File: src/rtl/isp_awb.sv
// White-balance stage: per-channel frame-synchronous gains with rounding and saturation,
// plus per-frame pre-gain R/G/B sums and pixel count for firmware AWB.
module isp_awb #(
   parameter int DATA_W    = 8,
   parameter int GAIN_W    = 8,
   parameter int GAIN_FRAC = 6,
   parameter int SUM_W     = 32
) (
   input  logic              pclk,
   input  logic              rst_n,
   input  logic              awb_en,
   input  logic [GAIN_W-1:0] r_gain,
   input  logic [GAIN_W-1:0] g_gain,
   input  logic [GAIN_W-1:0] b_gain,
   input  logic [DATA_W-1:0] in_r,
   input  logic [DATA_W-1:0] in_g,
   input  logic [DATA_W-1:0] in_b,
   input  logic              in_href,
   input  logic              in_vsync,
   output logic [DATA_W-1:0] awb_r_o,
   output logic [DATA_W-1:0] awb_g_o,
   output logic [DATA_W-1:0] awb_b_o,
   output logic              awb_href_o,
   output logic              awb_vsync_o,
   output logic [SUM_W-1:0]  r_sum,
   output logic [SUM_W-1:0]  g_sum,
   output logic [SUM_W-1:0]  b_sum,
   output logic [SUM_W-1:0]  pix_cnt,
   output logic              stat_valid
);

   localparam int                PROD_W  = DATA_W + GAIN_W;
   localparam logic [GAIN_W-1:0] UNITY   = GAIN_W'(1 << GAIN_FRAC);
   localparam logic [PROD_W:0]   RND     = (PROD_W+1)'(1 << (GAIN_FRAC - 1));
   localparam logic [PROD_W:0]   MAX_PIX = (PROD_W+1)'((1 << DATA_W) - 1);

   // Round-half-up to integer, then clamp to the pixel range.
   function automatic logic [DATA_W-1:0] f_round_sat(input logic [PROD_W-1:0] prod);
      logic [PROD_W:0] v;
      v = ({1'b0, prod} + RND) >> GAIN_FRAC;
      if (v > MAX_PIX) return '1;
      return v[DATA_W-1:0];
   endfunction

   function automatic logic [SUM_W-1:0] f_sat_add(input logic [SUM_W-1:0]  acc,
                                                  input logic [DATA_W-1:0] inc);
      logic [SUM_W:0] s;
      s = {1'b0, acc} + (SUM_W+1)'(inc);
      if (s[SUM_W]) return '1;
      return s[SUM_W-1:0];
   endfunction

   logic              r_vsync_prev;
   logic              r_first_frame;
   logic [GAIN_W-1:0] r_wgain_r, r_wgain_g, r_wgain_b;
   logic [PROD_W-1:0] r_prod_r, r_prod_g, r_prod_b;
   logic [DATA_W-1:0] r_raw_r, r_raw_g, r_raw_b;
   logic              r_en_s1, r_href_s1, r_vsync_s1;
   logic [SUM_W-1:0]  r_acc_r, r_acc_g, r_acc_b, r_acc_cnt;

   logic              w_fe;
   logic [DATA_W-1:0] w_pix_r, w_pix_g, w_pix_b;

   assign w_fe = in_vsync & ~r_vsync_prev;

   // Working gains are shadowed so mid-frame config writes never tear a frame.
   always_ff @(posedge pclk or negedge rst_n) begin
      if (!rst_n) begin
         r_vsync_prev <= 1'b0;
         r_wgain_r    <= UNITY;
         r_wgain_g    <= UNITY;
         r_wgain_b    <= UNITY;
      end else begin
         // NOTE: non-blocking assignments keep every register sampling pre-edge values,
         // so the fe-cycle pixel still sees the old working gains.
         r_vsync_prev <= in_vsync;
         if (w_fe) begin
            r_wgain_r <= r_gain;
            r_wgain_g <= g_gain;
            r_wgain_b <= b_gain;
         end
      end
   end

   always_ff @(posedge pclk or negedge rst_n) begin
      if (!rst_n) begin
         r_prod_r   <= '0;
         r_prod_g   <= '0;
         r_prod_b   <= '0;
         r_raw_r    <= '0;
         r_raw_g    <= '0;
         r_raw_b    <= '0;
         r_en_s1    <= 1'b0;
         r_href_s1  <= 1'b0;
         r_vsync_s1 <= 1'b0;
      end else begin
         r_prod_r   <= PROD_W'(in_r) * PROD_W'(r_wgain_r);
         r_prod_g   <= PROD_W'(in_g) * PROD_W'(r_wgain_g);
         r_prod_b   <= PROD_W'(in_b) * PROD_W'(r_wgain_b);
         r_raw_r    <= in_r;
         r_raw_g    <= in_g;
         r_raw_b    <= in_b;
         r_en_s1    <= awb_en;
         r_href_s1  <= in_href;
         r_vsync_s1 <= in_vsync;
      end
   end

   // Bypass keeps the raw pixel on the same two-stage path so latency never changes.
   always_comb begin
      w_pix_r = r_raw_r;
      w_pix_g = r_raw_g;
      w_pix_b = r_raw_b;
      if (r_en_s1) begin
         w_pix_r = f_round_sat(r_prod_r);
         w_pix_g = f_round_sat(r_prod_g);
         w_pix_b = f_round_sat(r_prod_b);
      end
   end

   always_ff @(posedge pclk or negedge rst_n) begin
      if (!rst_n) begin
         awb_r_o     <= '0;
         awb_g_o     <= '0;
         awb_b_o     <= '0;
         awb_href_o  <= 1'b0;
         awb_vsync_o <= 1'b0;
      end else begin
         awb_r_o     <= r_href_s1 ? w_pix_r : '0;
         awb_g_o     <= r_href_s1 ? w_pix_g : '0;
         awb_b_o     <= r_href_s1 ? w_pix_b : '0;
         awb_href_o  <= r_href_s1;
         awb_vsync_o <= r_vsync_s1;
      end
   end

   // A pixel on the fe cycle seeds the new frame instead of closing the old one.
   always_ff @(posedge pclk or negedge rst_n) begin
      if (!rst_n) begin
         r_first_frame <= 1'b1;
         r_acc_r       <= '0;
         r_acc_g       <= '0;
         r_acc_b       <= '0;
         r_acc_cnt     <= '0;
         r_sum         <= '0;
         g_sum         <= '0;
         b_sum         <= '0;
         pix_cnt       <= '0;
         stat_valid    <= 1'b0;
      end else if (w_fe) begin
         r_first_frame <= 1'b0;
         stat_valid    <= ~r_first_frame;
         if (!r_first_frame) begin
            r_sum   <= r_acc_r;
            g_sum   <= r_acc_g;
            b_sum   <= r_acc_b;
            pix_cnt <= r_acc_cnt;
         end
         r_acc_r   <= in_href ? SUM_W'(in_r) : '0;
         r_acc_g   <= in_href ? SUM_W'(in_g) : '0;
         r_acc_b   <= in_href ? SUM_W'(in_b) : '0;
         r_acc_cnt <= in_href ? SUM_W'(1)    : '0;
      end else begin
         stat_valid <= 1'b0;
         if (in_href) begin
            r_acc_r   <= f_sat_add(r_acc_r, in_r);
            r_acc_g   <= f_sat_add(r_acc_g, in_g);
            r_acc_b   <= f_sat_add(r_acc_b, in_b);
            r_acc_cnt <= f_sat_add(r_acc_cnt, DATA_W'(1));
         end
      end
   end

endmodule
File: config.mk
export PLATFORM = sky130hd
export DESIGN_NAME = isp_awb
export DESIGN_NICKNAME = d
export VERILOG_FILES = /design/src/rtl/isp_awb.sv
export SDC_FILE = /design/constraint.sdc
export NUM_CORES = 1
export LEC_CHECK = 0
export BUFFER_PORTS_ARGS = -buffer_cell sky130_fd_sc_hd__buf_2
export CAP_MARGIN = 20
export CORE_UTILIZATION = 65
export CTS_BUF_LIST = sky130_fd_sc_hd__clkbuf_2 sky130_fd_sc_hd__clkbuf_4 sky130_fd_sc_hd__clkbuf_8
export CTS_CLUSTER_SIZE = 20
export DETAILED_ROUTE_END_ITERATION = 10
export PLACE_DENSITY_LB_ADDON = 0.08
export SYNTH_ARGS = -nofsm -noshare
export SYNTH_HDL_FRONTEND = slang
export SYNTH_SLANG_ARGS = --single-unit
File: constraint.sdc
create_clock -name pclk -period 10.6 [get_ports pclk]
set_input_delay 3.18 -clock pclk [delete_from_list [all_inputs] [get_ports pclk]]
set_output_delay 3.18 -clock pclk [all_outputs]
set_load 0.005 [all_outputs]
==> flow_summary.json <==
{
  "grt_max_degree": 172,
  "rsz0062_at_grt": "false",
  "status": "finished clean",
  "synth_compound_area_share_pct": 11.2,
  "die_w_um": 187,
  "diodes": 0,
  "core-area_mm2": 0.0336,
  "crit_path_end_kind": "register",
  "cts_sinks": 368,
  "layout-drive-gt1-share_pct": 20.8,
  "timing.final.crit_share_pct": 67.5,
  "seq_area_frac_synth_pct": 41.5,
  "hold_path.class": "register to register",
  "critPathKind": "input pin to register",
  "yosys_register_bits": 368,
  "synthArstFlopShare_pct": 100,
  "areaGrowthSynthToFinish_pct": 12.4,
  "grt_usage_pct": 29.4,
  "drv_cap": 0,
  "ir_drop_v": 0.000107,
  "crit_fanout": 12,
  "arrival_ns": 7.69,
  "vias": 16900,
  "synth_area_mm2": 0.0222,
  "finalPower_uw": 4770,
  "cts_tree": "yes",
  "synthCells": 2149,
  "synth.area.mux_share_pct": 6.86,
  "overflow": 0,
  "worst_slew_pin_slew_ns": 1.02,
  "yosysUniqueCellTypes": 83,
  "yosys.area_share.simple_pct": 16.5,
  "start_kind": "input pin",
  "ys.flop_type": "dfrtp_1",
  "via_per_inst": 5.95,
  "io_pins": 208,
  "synth_fa_ha_area_share_pct": 16.9,
  "yosysWarningCount": 0,
  "hold_violations": 0,
  "synth_top_family_by_area": "adder cells",
  "first_pass_iters": 5,
  "clkLatencyLatePin_ns": 0.64,
  "die_h_um": 187,
  "post_drt_wl_per_cell_um": 17.6,
  "antenna_found_initial": 1,
  "syn-num-nets": 2437,
  "skew_ns": 0.0360,
  "route.detailed.drc": 0,
  "numCtsBuffers": 59,
  "dp.final_hpwl_mm": 35.2,
  "max_freq_ghz": 0.140,
  "h-tree-depth": 2,
  "final_util_pct": 74.3,
  "clk_pin_slew_ns": 0.06,
  "io_buffer_count": 207,
  "grt_pass1_vias": 16900,
  "cts_setup_buffers": 0,
  "antenna_left": 0,
  "yosysMostFrequentCell": "dfrtp_1",
  "drt-initial-drc-count": 1032,
  "period_needed_ns": 7.16,
  "synth_xor_area_share_pct": 2.56,
  "clock-root-buffer": "clkbuf_8",
  "fin_nets": 2637,
  "max-clock-path-buffers": 3,
  "rows": 67,
  "finalMaxSlewViolations": 0,
  "synth_edf_count": 0,
  "p_per_area_mw_per_mm2": 191,
  "grt_pass1_wl_mm": 84.0,
  "slew_headroom_pct": 31.8,
  "setup_viol": 0,
  "synth_top_area_share_pct": 41.0,
  "synth_area_leaders": "dfrtp_1 41%, fa_1 9.7%, ha_1 7.1%, mux2_2 6.6%, and2_1 4.5%",
  "synth_common_cells": "364 x dfrtp_1, 207 x nand2_1, 169 x inv_1, 160 x and2_1, 131 x mux2_2",
  "yosysTopAreaCell": "dfrtp_1",
  "die-area_mm2": 0.0349,
  "cp_data_required_time_ns": 11.13,
  "cellLeakagePower_uw": 0.0125,
  "rrSetupSlack_ns": 5.65,
  "cts_hold_buf": 0,
  "ctsResizeCount": 0,
  "synth_area_per_cell_um2": 10.3,
  "wl_mm": 50.1,
  "tns_ns": 0,
  "gp_congestion": 0.867,
  "start_util_pct": 66.1
}
[placed cells by master, fill, tap and decap left out, drive strengths merged, types with 13 or more instances in the layout]
master	instances
a211oi	21
a21o	14
a21oi	95
a311oi	29
a31oi	34
a41oi	13
and2	163
and3	42
buf	217
clkbuf	92
dfrtp	364
fa	108
ha	127
inv	170
mux2	131
nand2	208
nand3	58
nand4	22
nor2	109
nor3	56
o21a	19
o21ai	95
xnor2	43
xor2	22
[path summary, 6_finish.rpt]
path	end	startpoint	cells after the start
worst max-delay path	r_prod_b[15]	in_b[1]	15
worst max register to register	r_prod_r[15]	r_wgain_r[6]	14
worst min register to register	awb_vsync_o	r_vsync_s1	0
min in group asynchronous	awb_r_o[1]	rst_n	1
worst min-delay path	awb_vsync_o	r_vsync_s1	0
max in group asynchronous	r_acc_b[28]	rst_n	2
[flip-flops by register name, summed over array words and instances, names as in the netlist, 32 cells and up]
signal	cells
r_acc_cnt	32
r_acc_b	32
r_acc_g	32
b_sum	32
r_acc_r	32
r_sum	32
pix_cnt	32
g_sum	32
[per-layer routing]
metal  part of all wire (%)  up-vias  global-route usage, %
met2                     47      558                   46.9
li1                       -     7852                      -
met1                     44     8409                   40.9
met5                  0.026        -                      0
met4                    2.4        2                   9.65
met3                    6.2       94                   5.38
[cell type report]
| cell class | count | area [µm²] |
|---|---|---|
| fillers | 2419 | 8650 |
| flip-flops and latches | 368 | 9210 |
| clock inverters | 17 | 235 |
| multi-input cells | 1534 | 12000 |
| clock buffers | 92 | 1160 |
| repair buffers | 217 | 1140 |
| inverters | 169 | 634 |
| well taps | 448 | 561 |
[through the flow]
stage	instances	hold slack (ns)	worst slack, ns	cell area [µm²]
after floorplan	2149	0.366	3.24	22200
after global placement	2735	0.440	3.00	23600
after detailed placement	2735	0.444	2.85	23600
after CTS	2844	0.464	3.48	25000
after global routing	2845	0.472	3.15	25000
final	2845	0.465	3.44	25000
[kinds of logic (layout without fill, tap and decap cells)]
group / count (synthesis) / count (layout)
flip-flops: 368 / 368
AND/OR/NAND/NOR: 713 / 713
buffers and inverters: 247 / 495
AO/OA/AOI/OAI: 385 / 385
adder cells (fa/ha/maj): 235 / 235
multiplexers: 136 / 136
XOR/XNOR: 65 / 65
[where the power goes]
part | switching, µW | total [µW] | internal (µW)
Sequential | 173 | 1780 | 1610
Clock | 579 | 1400 | 822
Combinational | 872 | 1600 | 723
Total | 1620 | 4770 | 3150
[worst max-delay path: stages]
cell      delay (ns)
buf_2           0.18
and2_1          0.19
fa_1            0.51
fa_1            0.52
fa_1            0.55
inv_1           0.05
fa_1            0.52
inv_1           0.04
ha_1            0.35
a21oi_1         0.19
nand2_1         0.10
a221oi_1        0.46
o21ai_0         0.28
o41ai_1         0.38
xnor2_1         0.17
Note: power is estimated with default switching activity, not from simulation.
